==> src/rtl/iigs_pkg.sv <==
// Shared IIgs shadowing definitions: $C035 bit positions, video region bounds,
// the shadow write queue entry layout and the drain FSM states.
package iigs_pkg;

  localparam int SHD_TXT1 = 0;
  localparam int SHD_HGR1 = 1;
  localparam int SHD_HGR2 = 2;
  localparam int SHD_SHR  = 3;
  localparam int SHD_AUX  = 4;
  localparam int SHD_TXT2 = 5;
  localparam int SHD_IOLC = 6;

  localparam logic [7:0] BANK_FAST0 = 8'h00;
  localparam logic [7:0] BANK_FAST1 = 8'h01;

  localparam logic [15:0] TXT1_LO = 16'h0400;
  localparam logic [15:0] TXT1_HI = 16'h07FF;
  localparam logic [15:0] TXT2_LO = 16'h0800;
  localparam logic [15:0] TXT2_HI = 16'h0BFF;
  localparam logic [15:0] HGR1_LO = 16'h2000;
  localparam logic [15:0] HGR1_HI = 16'h3FFF;
  localparam logic [15:0] HGR2_LO = 16'h4000;
  localparam logic [15:0] HGR2_HI = 16'h5FFF;
  localparam logic [15:0] SHR_LO  = 16'h2000;
  localparam logic [15:0] SHR_HI  = 16'h9FFF;

  typedef struct packed {
    logic        bank1;
    logic [15:0] addr;
    logic [7:0]  data;
  } wq_entry_t;

  typedef enum logic {
    ST_IDLE = 1'b0,
    ST_REQ  = 1'b1
  } drain_state_e;

  function automatic logic in_range(input logic [15:0] a,
                                    input logic [15:0] lo,
                                    input logic [15:0] hi);
    return (a >= lo) && (a <= hi);
  endfunction

endpackage

==> src/rtl/shadow_wq_if.sv <==
// Slow-side Mega II RAM write port: the queue is master, the arbiter is slave.
interface shadow_wq_if;
  logic        s_req;
  logic        s_bank1;
  logic [15:0] s_addr;
  logic [7:0]  s_data;
  logic        s_ack;

  modport master (output s_req, s_bank1, s_addr, s_data, input s_ack);
  modport slave  (input s_req, s_bank1, s_addr, s_data, output s_ack);
endinterface

==> src/rtl/shadow_decode.sv <==
// Combinational shadow region filter: decides whether a fast-bank CPU write
// must be mirrored into slow RAM given the current $C035 value.
module shadow_decode
  import iigs_pkg::*;
(
  input  logic [7:0]  bank_i,
  input  logic [15:0] addr_i,
  input  logic [7:0]  shadow_i,
  output logic        hit_o
);

  logic fast_bank;
  logic is_bank1;
  logic aux_ok;
  logic txt1_hit;
  logic txt2_hit;
  logic hgr1_hit;
  logic hgr2_hit;
  logic shr_hit;
  logic unused_shadow;

  assign unused_shadow = ^shadow_i[7:6];

  always_comb begin
    fast_bank = (bank_i == BANK_FAST0) || (bank_i == BANK_FAST1);
    is_bank1  = (bank_i == BANK_FAST1);
    // Hires pages in the aux bank are additionally gated by the aux inhibit bit
    aux_ok    = !is_bank1 || !shadow_i[SHD_AUX];
    txt1_hit  = in_range(addr_i, TXT1_LO, TXT1_HI) && !shadow_i[SHD_TXT1];
    txt2_hit  = in_range(addr_i, TXT2_LO, TXT2_HI) && !shadow_i[SHD_TXT2];
    hgr1_hit  = in_range(addr_i, HGR1_LO, HGR1_HI) && !shadow_i[SHD_HGR1] && aux_ok;
    hgr2_hit  = in_range(addr_i, HGR2_LO, HGR2_HI) && !shadow_i[SHD_HGR2] && aux_ok;
    shr_hit   = is_bank1 && in_range(addr_i, SHR_LO, SHR_HI) && !shadow_i[SHD_SHR];
    hit_o     = fast_bank && (txt1_hit || txt2_hit || hgr1_hit || hgr2_hit || shr_hit);
  end

endmodule

==> src/rtl/shadow_wq.sv <==
// Shadow write queue: buffers shadowed fast-RAM writes and replays them to
// slow RAM $E0/$E1 at the 1 MHz rate. SHADOW_COALESCE_EN merges same-address tail writes.
module shadow_wq
  import iigs_pkg::*;
#(
  parameter int DEPTH = 8
) (
  input  logic                   clk,
  input  logic                   reset_n,
  input  logic                   wr_en,
  input  logic [7:0]             wr_bank,
  input  logic [15:0]            wr_addr,
  input  logic [7:0]             wr_data,
  input  logic [7:0]             shadow,
  input  logic                   slow_cen,
  shadow_wq_if.master            slow,
  output logic                   stall,
  output logic [$clog2(DEPTH):0] count,
  output logic                   overflow
);

  localparam int PW = $clog2(DEPTH);
  localparam int CW = PW + 1;
  localparam logic [CW-1:0] FULL_CNT = CW'(DEPTH);

  wq_entry_t    mem [DEPTH];
  wq_entry_t    new_entry;
  wq_entry_t    issue_entry;

  logic [PW-1:0] wr_ptr_q, wr_ptr_d;
  logic [PW-1:0] rd_ptr_q, rd_ptr_d;
  logic [PW-1:0] tail_idx;
  logic [PW-1:0] mem_wr_idx;
  logic [CW-1:0] count_q, count_d;
  logic          stall_q;
  logic          overflow_q, overflow_d;

  drain_state_e  state_q;
  logic          s_req_q;
  logic          s_bank1_q;
  logic [15:0]   s_addr_q;
  logic [7:0]    s_data_q;

  logic hit;
  logic full;
  logic pop;
  logic push;
  logic drop;
  logic coalesce;

  shadow_decode u_decode (
    .bank_i   (wr_bank),
    .addr_i   (wr_addr),
    .shadow_i (shadow),
    .hit_o    (hit)
  );

  assign new_entry = '{bank1: wr_bank[0], addr: wr_addr, data: wr_data};
  assign full      = (count_q == FULL_CNT);
  assign pop       = (state_q == ST_REQ) && slow.s_ack;
  assign tail_idx  = wr_ptr_q - PW'(1);

`ifdef SHADOW_COALESCE_EN
  logic [16:0] tail_key_q;

  always_ff @(posedge clk or negedge reset_n) begin
    if (!reset_n) begin
      tail_key_q <= '0;
    end else if (push) begin
      tail_key_q <= {wr_bank[0], wr_addr};
    end
  end

  // The head is frozen once it is being offered to slow RAM
  assign coalesce = wr_en && hit && (count_q != '0) &&
                    (tail_key_q == {wr_bank[0], wr_addr}) &&
                    !((count_q == CW'(1)) && (state_q == ST_REQ));
`else
  assign coalesce = 1'b0;
`endif

  assign push = wr_en && hit && !coalesce && (!full || pop);
  assign drop = wr_en && hit && !coalesce && full && !pop;

  assign mem_wr_idx = coalesce ? tail_idx : wr_ptr_q;

  always_ff @(posedge clk) begin
    if (push || coalesce) begin
      mem[mem_wr_idx] <= new_entry;
    end
  end

  // Forward a coalesced write that lands on the head in the very cycle it issues
  always_comb begin
    issue_entry = mem[rd_ptr_q];
    if (coalesce && (count_q == CW'(1))) begin
      issue_entry = new_entry;
    end
  end

  always_comb begin
    wr_ptr_d   = wr_ptr_q;
    rd_ptr_d   = rd_ptr_q;
    count_d    = count_q;
    overflow_d = overflow_q | drop;
    if (push) begin
      wr_ptr_d = wr_ptr_q + PW'(1);
    end
    if (pop) begin
      rd_ptr_d = rd_ptr_q + PW'(1);
    end
    case ({push, pop})
      2'b10:   count_d = count_q + CW'(1);
      2'b01:   count_d = count_q - CW'(1);
      default: count_d = count_q;
    endcase
  end

  always_ff @(posedge clk or negedge reset_n) begin
    if (!reset_n) begin
      wr_ptr_q   <= '0;
      rd_ptr_q   <= '0;
      count_q    <= '0;
      stall_q    <= 1'b0;
      overflow_q <= 1'b0;
    end else begin
      wr_ptr_q   <= wr_ptr_d;
      rd_ptr_q   <= rd_ptr_d;
      count_q    <= count_d;
      stall_q    <= (count_d == FULL_CNT);
      overflow_q <= overflow_d;
    end
  end

  always_ff @(posedge clk or negedge reset_n) begin
    if (!reset_n) begin
      state_q   <= ST_IDLE;
      s_req_q   <= 1'b0;
      s_bank1_q <= 1'b0;
      s_addr_q  <= '0;
      s_data_q  <= '0;
    end else begin
      case (state_q)
        ST_IDLE: begin
          if (slow_cen && (count_q != '0)) begin
            state_q   <= ST_REQ;
            s_req_q   <= 1'b1;
            s_bank1_q <= issue_entry.bank1;
            s_addr_q  <= issue_entry.addr;
            s_data_q  <= issue_entry.data;
          end
        end
        ST_REQ: begin
          if (slow.s_ack) begin
            state_q <= ST_IDLE;
            s_req_q <= 1'b0;
          end
        end
      endcase
    end
  end

  assign slow.s_req   = s_req_q;
  assign slow.s_bank1 = s_bank1_q;
  assign slow.s_addr  = s_addr_q;
  assign slow.s_data  = s_data_q;
  assign stall        = stall_q;
  assign count        = count_q;
  assign overflow     = overflow_q;

endmodule

==> src/flat_wrapper.sv <==
// flat-port wrapper written by rule: the top's interface ports become plain ports
module shadow_wq_flat import iigs_pkg::*;
#(
  parameter int DEPTH = 8
)
  (clk, reset_n, wr_en, wr_bank, wr_addr, wr_data, shadow, slow_cen, stall, count, overflow, slow_s_req, slow_s_bank1, slow_s_addr, slow_s_data, slow_s_ack);
  shadow_wq_if slow_i ();
  input  logic clk;
  input  logic reset_n;
  input  logic wr_en;
  input  logic [7:0] wr_bank;
  input  logic [15:0] wr_addr;
  input  logic [7:0] wr_data;
  input  logic [7:0] shadow;
  input  logic slow_cen;
  output logic stall;
  output logic [$clog2(DEPTH):0] count;
  output logic overflow;
  output wire logic [$bits(slow_i.s_req)-1:0] slow_s_req;
  output wire logic [$bits(slow_i.s_bank1)-1:0] slow_s_bank1;
  output wire logic [$bits(slow_i.s_addr)-1:0] slow_s_addr;
  output wire logic [$bits(slow_i.s_data)-1:0] slow_s_data;
  input wire logic [$bits(slow_i.s_ack)-1:0] slow_s_ack;
  assign slow_s_req = slow_i.s_req;
  assign slow_s_bank1 = slow_i.s_bank1;
  assign slow_s_addr = slow_i.s_addr;
  assign slow_s_data = slow_i.s_data;
  assign slow_i.s_ack = slow_s_ack;
  shadow_wq #(.DEPTH(DEPTH)) u_core (.clk(clk), .reset_n(reset_n), .wr_en(wr_en), .wr_bank(wr_bank), .wr_addr(wr_addr), .wr_data(wr_data), .shadow(shadow), .slow_cen(slow_cen), .slow(slow_i), .stall(stall), .count(count), .overflow(overflow));
endmodule
==> config.mk <==
export PLATFORM = sky130hd
export DESIGN_NAME = shadow_wq_flat
export DESIGN_NICKNAME = d
export VERILOG_FILES = /design/src/rtl/iigs_pkg.sv /design/src/rtl/shadow_wq_if.sv /design/src/rtl/shadow_decode.sv /design/src/rtl/shadow_wq.sv /design/src/flat_wrapper.sv
export SDC_FILE = /design/constraint.sdc
export NUM_CORES = 1
export LEC_CHECK = 0
export BUFFER_PORTS_ARGS = -buffer_cell sky130_fd_sc_hd__buf_2
export CAP_MARGIN = 20
export CELL_PAD_IN_SITES_DETAIL_PLACEMENT = 1
export CELL_PAD_IN_SITES_GLOBAL_PLACEMENT = 1
export CORE_MARGIN = 2
export CORE_UTILIZATION = 35
export CTS_CLUSTER_DIAMETER = 200
export DETAILED_ROUTE_END_ITERATION = 8
export PLACE_DENSITY = 0.59
export SLEW_MARGIN = 20
export SYNTH_ARGS = -nofsm -noshare
export SYNTH_HDL_FRONTEND = slang
export SYNTH_SLANG_ARGS = --single-unit
==> constraint.sdc <==
create_clock -name clk -period 6.6 [get_ports clk]
set_input_delay 0.33 -clock clk [delete_from_list [all_inputs] [get_ports clk]]
set_output_delay 0.33 -clock clk [all_outputs]
set_load 0.02 [all_outputs]
* Word level (Yosys, flattened, before mapping)
Memories as Yosys holds them, arrays and structs flattened. A register that Yosys moved wholly into a read port is not among the register bits.
Cells that the tools add are included.
** Cells by class
- Add/sub/neg operators :: 4
- $lt $le $gt $ge :: 9
- Equality and inequality tests :: 7
- Multiplexer cells :: 9
- Bitwise gates (word level) :: 2
- Reduce and logical (&&, ||, !) cells :: 41
** Operators with widths (number)
- 1-bit logical AND :: 20
- 16-bit by 11-bit >= comparator with 1-bit output (second input constant) :: 1
- 16-bit by 12-bit >= comparator with 1-bit output (second input constant) :: 1
- 16-bit by 14-bit >= comparator with 1-bit output (second input constant) :: 1
- 16-bit by 15-bit >= comparator with 1-bit output (second input constant) :: 1
- 16-bit by 11-bit less-or-equal comparator with 1-bit output (second input constant) :: 1
- 16-bit by 12-bit less-or-equal comparator with 1-bit output (second input constant) :: 1
- 16-bit by 14-bit less-or-equal comparator with 1-bit output (second input constant) :: 1
- 16-bit by 15-bit less-or-equal comparator with 1-bit output (second input constant) :: 1
- 16-bit less-or-equal comparator (second input constant) :: 1
- 1-bit logical NOT :: 10
- 4-bit equality test (second input constant) :: 2
- 8-bit by 1-bit equality test with 1-bit output (second input constant) :: 1
- 8-bit logical NOT :: 1
- 4-bit one-hot mux with 2 select lines :: 1
- 1-bit logical OR :: 7
- 3-bit by 1-bit adder with 3-bit output (second input constant) :: 2
- 1-bit 2-to-1 mux :: 6
- 4-bit by 1-bit adder with 4-bit output (second input constant) :: 1
- 1-bit one-hot mux with 2 select lines :: 2
- 2-bit AND reduction :: 2
- 4-bit nonzero test :: 1
- 4-bit by 1-bit subtractor with 4-bit output (second input constant) :: 1
- 2-bit by 1-bit equality test with 1-bit output (second input constant) :: 1
- 5 further kinds :: 5
** Word-level totals
- Flip-flop bits (word level) :: 14
- Bits in writable memories :: 200
- Input bits :: 45
- Output and inout port bits :: 32
- Word-level logic and storage cells :: 80
- Memories kept :: 1
** Memories
- u_core.mem :: depth 8, width 25, read ports 1, clocked after Yosys merged registers in 1, write ports 1, line shadow_wq.sv:26 : wq_entry_t mem [DEPTH];

* Depth between registers and ports, before layout
Gate-level depths: netlist (run 1).
- Word-level depth :: 13
- Gate-level depth with buffers :: 12
- Gate-level depth less buffers :: 11

* By module
A second synthesis (run 1) with hierarchy kept.
** Unflattened totals
- Cells, all modules :: 466
- Area total of the unflattened synthesis :: 9226.3 µm²
** By module, submodules not included
- shadow_wq :: times used 1, cells an instance 450, area each 9125.0 µm², sequential area each 6981.7 µm²
- shadow_decode :: times used 1, cells an instance 16, area each 101.3 µm², sequential area each 0.0 µm²

* Worst setup path after synthesis (run 1)
Ideal clock, no wire load.
- Path type :: input to register
- From :: input wr_bank[4]
- To :: memory u_core.mem[1][0] in the netlist's numbering (enable)
- Library setup time :: 0.438 ns
- Arrival time :: 2.977 ns
- Required time :: 6.162 ns
- Path slack :: 3.184 ns
- Stages :: 6
- Buffers on the path :: 1
- Cells stage by stage :: nor4b_2 -> nand2_1 -> a31oi_1 -> buf_4 -> nand3_1 -> nor3_1
** Between the ends
- Longest elaborated chain between the ends :: 12
- Elaborated cells on any way between the ends :: 17
- Those cells by class :: eq/ne: 1; mux: 2; reduce/logical: 14
** RTL lines
- from (decl) :: line flat_wrapper.sv:11 : input logic [7:0] wr_bank;
- 8-bit by 1-bit equality test with 1-bit output :: line shadow_decode.sv:25, shadow_decode.sv:26
- 1-bit logical NOT :: line shadow_decode.sv:28 : aux_ok = !is_bank1 || !shadow_i[SHD_AUX];
- 1-bit logical OR :: line shadow_decode.sv:28
- 1-bit logical AND :: line shadow_decode.sv:31 : hgr1_hit = in_range(addr_i, HGR1_LO, HGR1_HI) && !shadow_i[SHD_HGR1] && aux_ok;
- 1-bit logical OR (3 in a row) :: line shadow_decode.sv:34 : hit_o = fast_bank && (txt1_hit || txt2_hit || hgr1_hit || hgr2_hit || shr_hit);
- 1-bit logical AND (*) :: line shadow_decode.sv:34
- 1-bit logical AND (*) (2 in a row) :: line shadow_wq.sv:82 : assign push = wr_en && hit && !coalesce && (!full || pop);
- 1-bit 2-to-1 mux (*) :: line shadow_wq.sv:88 : if (push || coalesce) begin
- 1-bit 2-to-1 mux (not written as such) (*) :: line shadow_wq.sv:89 : mem[mem_wr_idx] <= new_entry;
- to (decl) :: line shadow_wq.sv:26
Every way passes the cells marked *; elsewhere a longest branch is shown, timed or not.

* Final worst setup path (run 1)
- From :: input wr_addr[14]
- To :: register u_core.stall_q, in the netlist u_core.stall
** Between the ends
- Longest elaborated chain between the ends :: 13
- Elaborated cells on any way between the ends :: 33
- Those cells by class :: order compare: 9; eq/ne: 3; mux: 1; reduce/logical: 20
** RTL lines
- from (decl) :: line flat_wrapper.sv:12 : input logic [15:0] wr_addr;
- 16-bit by 11-bit >= comparator with 1-bit output (tied with other cells) :: line iigs_pkg.sv:41 : return (a >= lo) && (a <= hi);
- 1-bit logical AND :: line iigs_pkg.sv:41
- 1-bit logical AND, on equally long branches :: line shadow_decode.sv:29, shadow_decode.sv:30, shadow_decode.sv:31
- 1-bit logical OR / 1-bit logical AND (equally long branches) :: line shadow_decode.sv:34, shadow_decode.sv:31
- 1-bit logical OR (2 in a row) :: line shadow_decode.sv:34
- 1-bit logical OR (*) :: line shadow_decode.sv:34
- 1-bit logical AND (*) :: line shadow_decode.sv:34
- 1-bit logical AND (*) (2 in a row) :: line shadow_wq.sv:82
- 2-bit by 1-bit equality test with 1-bit output / 2-bit equality test (equally long branches) :: line shadow_wq.sv:112 : case ({push, pop})
- 4-bit one-hot mux with 2 select lines (*) :: line shadow_wq.sv:112
- 4-bit equality test (*) :: line shadow_wq.sv:130 : stall_q <= (count_d == FULL_CNT);
- to (signal assigned) :: line shadow_wq.sv:130
- to (decl) :: line shadow_wq.sv:35 : logic stall_q;
Marks and branches as above.
A chain may end at the register's enable or synchronous reset.

==> results of run 1 <==
==> cell usage after synthesis (all sizes together) (4+ instances only) <==
| cell | instances |
|---|---|
| a21oi | 28 |
| dfrtp | 39 |
| nand2 | 11 |
| edfxtp | 200 |
| nand3 | 4 |
| mux4 | 50 |
| clkbuf | 12 |
| mux2i | 28 |
| nor2 | 37 |
| nand2b | 4 |
| inv | 6 |
| o21ai | 4 |
| nor3b | 5 |
| ha | 4 |
| xnor2 | 5 |
| and2 | 4 |
| buf | 10 |
==> sequential cells by signal (all words and copies together) (netlist names) <==
signal,flops
u_core.count,4
u_core.mem,200
u_core.mem_wr_idx,3
u_core.overflow,1
u_core.rd_ptr_q,3
u_core.slow.s_addr,16
u_core.slow.s_bank1,1
u_core.slow.s_data,8
u_core.slow.s_req,1
u_core.stall,1
u_core.state_q,1
==> final timing paths <==
| check | to | cells past startpoint | start | slack, ns |
|---|---|---|---|---|
| setup / recovery | u_core.stall$_DFF_PN0_ | 13 | wr_addr[14] | 3.59 |
| hold / removal | u_core.mem[2][4]$_DFFE_PP_ | 1 | wr_data[4] | 0.08 |
| setup reg to reg | u_core.mem[1][5]$_DFFE_PP_ | 5 | u_core.state_q$_DFF_PN0_ | 3.87 |
| hold reg to reg | u_core.overflow$_DFF_PN0_ | 1 | u_core.overflow$_DFF_PN0_ | 0.50 |
| max in group asynchronous | u_core.rd_ptr_q[0]$_DFFE_PN0P_ | 3 | reset_n | 5.69 |
| min in group asynchronous | u_core.slow.s_addr[8]$_DFFE_PN0P_ | 3 | reset_n | 0.45 |
==> per-layer routing <==
layer / part of all wire (%) / track usage (%) / up-vias
met5: 0 / 0 / -
li1: - / - / 2103
met1: 42 / 18.5 / 2472
met2: 52 / 26.5 / 93
met3: 4.0 / 2.69 / 30
met4: 1.8 / 3.05 / 0
==> what timing repair did <==
item,CTS,global route
resized for setup,0,0
endpoints found under the hold margin,39,0
hold buffers,1,0
==> cell families after synthesis <==
kind of cell | after synthesis | synth area share [%]
AOI/OAI and AO/OA | 43 | 2.61
xor gates and xnor gates | 6 | 0.564
adders and majority gates | 5 | 0.752
buffers and inverters | 28 | 1.28
DFF | 239 | 75.0
muxes | 79 | 15.3
and+or+nand+nor | 80 | 4.54
==> power groups by stage <==
| stage | logic, mW | clock network, mW | registers, mW |
|---|---|---|---|
| CTS | 1.12 | 1.47 | 1.88 |
| global route | 1.20 | 1.52 | 1.90 |
| global placement | 1.09 | 0 | 1.90 |
| floorplan | 0.746 | 0 | 1.94 |
| detailed placement | 1.12 | 0 | 1.91 |
| finish | 1.09 | 1.43 | 1.87 |
==> through the flow <==
step                util [%]  cell area (sq um)
floorplan                  -               9310
global placement        38.9              10100
detailed placement      38.9              10100
CTS                     42.3              11000
global route            42.3              11000
finish                  42.3              11000
==> critical path: stages <==
cell and delay, ns:
buf_2 0.18, nor4_1 0.31, o21ai_1 0.16, a31oi_1 0.54, buf_4 0.27, nand2b_1 0.16
inv_1 0.08, ha_1 0.33, a21oi_1 0.30, and3b_1 0.26, nor2_1 0.06, o31a_1 0.28
a22oi_1 0.18
==> cell type report <==
cell class	instances	area [sq um]	share of cell area [%]
Antenna cell	1	2.50	0.0227
Timing Repair Buffer	89	485	4.41
Tap cell	335	419	3.81
Clock buffer	41	768	6.97
Multi-Input combinational cell	213	2240	20.4
Sequential cell	239	6990	63.4
Inverter	6	22.5	0.204
Clock inverter	7	85.1	0.772
==> flow_metrics.py, run 1 <==
metrics = {
    "status": {
        "status": "finished, final reports clean",
    },
    "sta": {
        "rsz0062_at_grt": "no",
        "worst_slew_pin_slew_ns": 0.762,
        "final.setup.tns_ns": 0,
        "setup_viol": 0,
        "hold_viol_final": 0,
        "holdWs_ns": 0.0811,
        "finalCritPeriodShare_pct": 45.6,
        "relSlewSlack_pct": 48.9,
        "layout_setup_ws_ns": 3.59,
        "drv_slew": 0,
        "finalCriticalPeriod_ns": 3.01,
        "max_freq_mhz": 332,
        "fin_skew_ns": 0.00760,
    },
    "synthesis": {
        "ys_async_sr_fraction_pct": 16.3,
        "synth_edf_count": 200,
        "synthCells": 480,
        "yosys_warnings": 0,
        "postSynthAreaPerCell_sq_um": 19.4,
        "synth_cell_types": 43,
        "synthTopCellsByArea": "edfxtp_1 64%, mux4_2 12%, dfrtp_1 10%, mux2i_1 2.9%, a21oi_1 1.5%",
        "synth_sequential_area_ratio_pct": 75.0,
        "ys_ff_latch": 239,
        "netlist.area_leader.share_pct": 64.5,
        "synth_top_area_cell": "edfxtp_1",
        "synth_nets": 530,
        "synth_area_sq_um": 9310,
        "synthFlopType": "edfxtp_1",
    },
    "floorplan": {
        "die_w_um": 167,
        "die_h_um": 167,
        "io_pins": 77,
        "core_area_sq_um": 26100,
        "row_count": 59,
        "die-area_sq_um": 27900,
        "initial_core_util_pct": 35.7,
    },
    "place": {
        "dp_hpwl_um": 11800,
        "place_ws_ns": 3.02,
        "io_buffer_count": 74,
        "dpl.cell_count": 881,
        "gp_congestion": 0.733,
    },
    "critical_path": {
        "cp_data_required_time_ns": 7.03,
        "cp_max_fo": 13,
        "critPathLaunchType": "primary input",
        "endpoint_kind": "flop",
        "crit_arrival_ns": 3.44,
        "critPathKind": "in -> reg",
    },
    "pwr": {
        "clkPwrFrac_pct": 32.5,
        "p_per_area_nw_per_um2": 399,
        "p_switching_mw": 1.27,
        "p_seq_share_pct": 42.6,
        "power_mw": 4.39,
        "vdd_drop_max_mv": 0.194,
        "combPwrFrac_pct": 24.9,
        "power.internal_mw": 3.12,
        "p_leak_nw": 3.79,
        "switching_share_pct": 28.9,
    },
    "clock_network": {
        "clk_pin_slew_worst_paths_ns": 0.06,
        "numCtsBuffers": 26,
        "clk-insertion-delay-late_ns": 0.52,
        "h-tree-depth": 1,
        "cts_root_buffer": "clkbuf_16",
        "clock-sinks": 239,
        "cts_tree": "built",
        "post_cts_buffers": 0,
        "clock_path_buffers": 3,
    },
    "grt": {
        "grt_pass1_vias": 5306,
        "grt_usage_pct": 14.6,
        "grt_overflow": 0,
        "grt_pass1_wl_um": 31200,
        "antenna_found_initial": 1,
        "grt_max_degree": 53,
    },
    "drt": {
        "finalWirelength_um": 20100,
        "vias_per_cell": 5.05,
        "antenna_left": 0,
        "post-route-drc-count": 0,
        "first_iter_violations": 249,
        "first_pass_iters": 6,
        "wire_per_inst_um": 21.6,
        "dr_total_vias": 4698,
    },
    "final_layout": {
        "final_cell_mix": "200 x edfxtp_1, 74 x buf_2, 50 x mux4_2",
        "drive_above_1_share_pct": 32.4,
        "fin_nets": 625,
        "fin_cells": 931,
        "fillCellCount": 2544,
        "layout_commonest_cell": "edfxtp_1",
        "area_delta_synth_final_pct": 18.3,
    },
    "hold_path": {
        "hp-class": "in -> reg",
    },
    "job": {
        "maxCapViolCount": 0,
    },
}
No activity file was read; power rests on OpenSTA's default activity.
==> inputs of run 2 (changes only) <==
--- a/config.mk
+++ b/config.mk
@@ -5,6 +5,7 @@
 export SDC_FILE = /design/constraint.sdc
 export NUM_CORES = 1
 export LEC_CHECK = 0
+export ABC_AREA = 1
 export BUFFER_PORTS_ARGS = -buffer_cell sky130_fd_sc_hd__buf_2
 export CAP_MARGIN = 20
 export CELL_PAD_IN_SITES_DETAIL_PLACEMENT = 1
@@ -13,7 +14,7 @@
 export CORE_UTILIZATION = 35
 export CTS_CLUSTER_DIAMETER = 200
 export DETAILED_ROUTE_END_ITERATION = 8
-export PLACE_DENSITY = 0.59
+export PLACE_DENSITY = 0.62
 export SLEW_MARGIN = 20
 export SYNTH_ARGS = -nofsm -noshare
 export SYNTH_HDL_FRONTEND = slang
==> constraint.sdc (replaced) <==
create_clock -name clk -period 3.1 [get_ports clk]
set_input_delay 0.155 -clock clk [delete_from_list [all_inputs] [get_ports clk]]
set_output_delay 0.155 -clock clk [all_outputs]
set_load 0.02 [all_outputs]
==> run 2 against run 1 <==
Utilization rose by 0.35 points. Non-clock buffer count rose by 36. Clock skew rose by 0.0022 ns. Final area rose by 3.4%. Critical endpoint unchanged. Highest routed layer unchanged.
==> flow_metrics.py, run 2 <==
metrics = {
    "critical_path": {
        "r2r_end": "u_core.stall$_DFF_PN0_",
        "crit_chain": "dlygate4sd3_1 > buf_2 > nor2_1 > nand2_1 > nand3_1 > nand3_2 > nand2_4 > nand2_4 > inv_1 > ha_1 > nand2_1 > nor2_1 > a211oi_1 > nand2_1 > nand2_2 > nand2_1 > nand2_1 > nand2_2 > nand2_1 > nor2_1",
        "crit_end": "u_core.stall$_DFF_PN0_",
        "cp_data_required_time_ns": 3.51,
        "reg2regPathDepth": 15,
        "critPathKind": "in -> reg",
        "cpPeakStageDelay_ns": 0.55,
        "worstReg2RegStart": "u_core.state_q$_DFF_PN0_",
        "cp.depth": 20,
        "crit_family": "simple AND/OR/NAND/NOR gates",
        "crit_top_cell": "nand2_1",
        "reg2reg_setup_slack_ns": 0.95,
        "cp-startpoint": "wr_addr[14]",
        "critPathSlowestCell": "dlygate4sd3_1",
        "critPathLaunchType": "primary input",
        "crit_arrival_ns": 2.79,
        "crit_buf_inv": 3,
        "endpoint_kind": "flop",
        "cp_max_fo": 12,
    },
    "clock_network": {
        "numCtsBuffers": 26,
        "clock-sinks": 239,
        "clock_path_buffers": 3,
        "cts_root_buffer": "clkbuf_16",
        "cts_tree": "built",
        "clk-insertion-delay-late_ns": 0.52,
        "clk_pin_slew_worst_paths_ns": 0.06,
        "h-tree-depth": 1,
    },
    "final_layout": {
        "fillCellCount": 2812,
        "largest_reg_flops": 200,
        "final_cell_mix": "200 x edfxtp_1, 116 x nor2_1, 105 x o21ai_0",
        "largest_register": "u_core.mem",
        "layout_commonest_cell": "edfxtp_1",
        "area_delta_synth_final_pct": 20.9,
        "fin_nets": 883,
        "fin_cells": 1195,
        "drive_above_1_share_pct": 19.2,
    },
    "pwr": {
        "switching_share_pct": 34.2,
        "combPwrFrac_pct": 28.8,
        "p_switching_mw": 3.30,
        "p_per_area_nw_per_um2": 849,
        "p_seq_share_pct": 39.9,
        "p_leak_nw": 4.18,
        "vdd_drop_max_mv": 0.449,
        "power.internal_mw": 6.36,
        "clkPwrFrac_pct": 31.3,
    },
    "status": {
        "status": "finished, final reports clean",
    },
    "drt": {
        "vias_per_cell": 5.10,
        "finalWirelength_um": 23500,
        "first_pass_iters": 7,
        "first_iter_violations": 349,
        "antenna_left": 0,
        "post-route-drc-count": 0,
        "dr_total_vias": 6089,
        "wire_per_inst_um": 19.6,
    },
    "synthesis": {
        "netlist.area_leader.share_pct": 63.7,
        "synth_fa_ha_area_share_pct": 0.744,
        "yosys.area_share.simple_pct": 10.6,
        "ys_ff_latch": 239,
        "ys_async_sr_fraction_pct": 16.3,
        "post-synth-top-count-cell": "edfxtp_1",
        "yosys_warnings": 0,
        "synth_nets": 771,
        "synth_common_cells": "200 x edfxtp_1, 116 x nor2_1, 105 x o21ai_0",
        "postSynthAreaPerCell_sq_um": 13.1,
        "synth_sequential_area_ratio_pct": 74.1,
        "synth_area_sq_um": 9420,
        "synth_edf_count": 200,
        "synth_cell_types": 31,
        "synthMuxAreaShare_pct": 0,
        "synth_xor_area_share_pct": 0.465,
        "synth_top_family_by_area": "compound AO/OA/AOI/OAI gates",
        "synthFlopType": "edfxtp_1",
        "synthCells": 721,
        "synth_top_area_cell": "edfxtp_1",
        "synthTopCellsByArea": "edfxtp_1 64%, dfrtp_1 10%, o21ai_0 5.6%, nor2_1 4.6%, o221ai_1 3.5%",
        "synth-compound-area-share_pct": 11.2,
    },
    "floorplan": {
        "io_pins": 77,
        "die_w_um": 168,
        "row_count": 60,
        "die_h_um": 168,
        "die-area_sq_um": 28200,
        "initial_core_util_pct": 35.3,
        "core_area_sq_um": 26700,
    },
    "place": {
        "dp_hpwl_um": 13200,
        "io_buffer_count": 74,
        "gp_congestion": 0.725,
        "dpl.cell_count": 1119,
    },
    "grt": {
        "grt_usage_pct": 16.7,
        "grt_max_degree": 102,
        "grt_overflow": 0,
        "antenna_found_initial": 0,
        "grt_pass1_vias": 6243,
        "grt_pass1_wl_um": 36000,
    },
    "sta": {
        "rsz0062_at_grt": "no",
        "finalCritPeriodShare_pct": 77.0,
        "hold_viol_final": 0,
        "relSlewSlack_pct": 27.8,
        "fin_skew_ns": 0.00977,
        "setup_viol": 0,
        "drv_slew": 0,
        "max_freq_mhz": 419,
        "worst_slew_pin_slew_ns": 1.08,
        "finalCriticalPeriod_ns": 2.39,
        "final.setup.tns_ns": 0,
    },
    "hold_path": {
        "hp-class": "in -> reg",
    },
    "job": {
        "maxCapViolCount": 0,
    },
}
-- run 2: cell types whose count changed after synthesis, moves of 17 or more --
cell      change
nor2_1       +79
nand2_1      +62
inv_1        +17
nand3_1      +19
mux4_2       -50
o221ai_1     +38
o21ai_0     +102
mux2i_1      -27
a21oi_1      -28
-- run 2: kinds of logic after synthesis --
logic type / count (synthesis)
compound gates: 170
buf+inv: 67
xor+xnor: 5
simple gates: 235
fa+ha+maj: 5
flops: 239
-- run 2: what timing repair did --
item                                   CTS  global route
hold buffers                            27             0
endpoints found under the hold margin  217             0
gates resized for setup                  0             0
buffers inserted                         0             0
-- run 2: stage by stage --
stage          total power, mW  area (sq um)  hold WS, ns  setup WS, ns  utilization (%)
2_1_floorplan             5.77          9420       -0.141       -0.0710                -
3_3_place_gp              6.65         10300        0.227         0.778             38.4
3_5_place_dp              6.71         10300        0.241         0.749             38.4
4_1_cts                   9.79         11400        0.152         0.739             42.6
5_1_grt                   10.2         11400        0.176         0.496             42.6
6_report                  9.67         11400        0.165         0.714             42.6
-- run 2: worst min-delay path, cell delays in order --
cell and delay, ns:
buf_2 0.07, nor2_1 0.03, nand2_1 0.14, nor2_8 0.07
nand2_4 0.09, o21bai_1 0.07
-- run 2: routing by layer --
layer	track usage [%]	vias to the layer above	wire length, um	part of all wire (%)
li1	-	2865	-	-
met1	22.2	3102	10700	46
met2	28.9	95	11600	49
met3	2.37	27	720	3.1
met4	4.12	0	469	2.0
met5	0	-	0	0
-- run 2: power groups by stage --
stage	Combinational (mW)	Clock, mW	Sequential (mW)
global route	3.11	3.22	3.90
detailed placement	2.78	0	3.93
finish	2.78	3.03	3.86
floorplan	1.62	0	4.14
global placement	2.73	0	3.92
CTS	2.82	3.10	3.87
-- run 2: cell type report --
type	count	area (sq um)	share of cell area, %
multi-input cells	415	2210	19.4
diodes	1	2.50	0.0220
repair buffers	125	821	7.21
well taps	341	427	3.75
inverters	26	97.6	0.857
clock inverters	15	131	1.15
flip-flops and latches	239	6980	61.3
clock buffers	33	718	6.30
-- run 2: how the worst min path moves through the flow --
| stage | from | to | slack [ns] | cells after the start |
|---|---|---|---|---|
| after detailed placement | reset_n | u_core.slow.s_addr[3]$_DFFE_PN0P_ | 0.24 | 1 |
| after floorplan | reset_n | u_core.count[0]$_DFF_PN0_ | -0.14 | 0 |
| after CTS | wr_bank[3] | u_core.overflow$_DFF_PN0_ | 0.15 | 6 |
| after global placement | reset_n | u_core.slow.s_addr[3]$_DFFE_PN0P_ | 0.23 | 1 |
| after global routing | wr_bank[3] | u_core.overflow$_DFF_PN0_ | 0.18 | 6 |
| final | wr_bank[3] | u_core.overflow$_DFF_PN0_ | 0.16 | 6 |
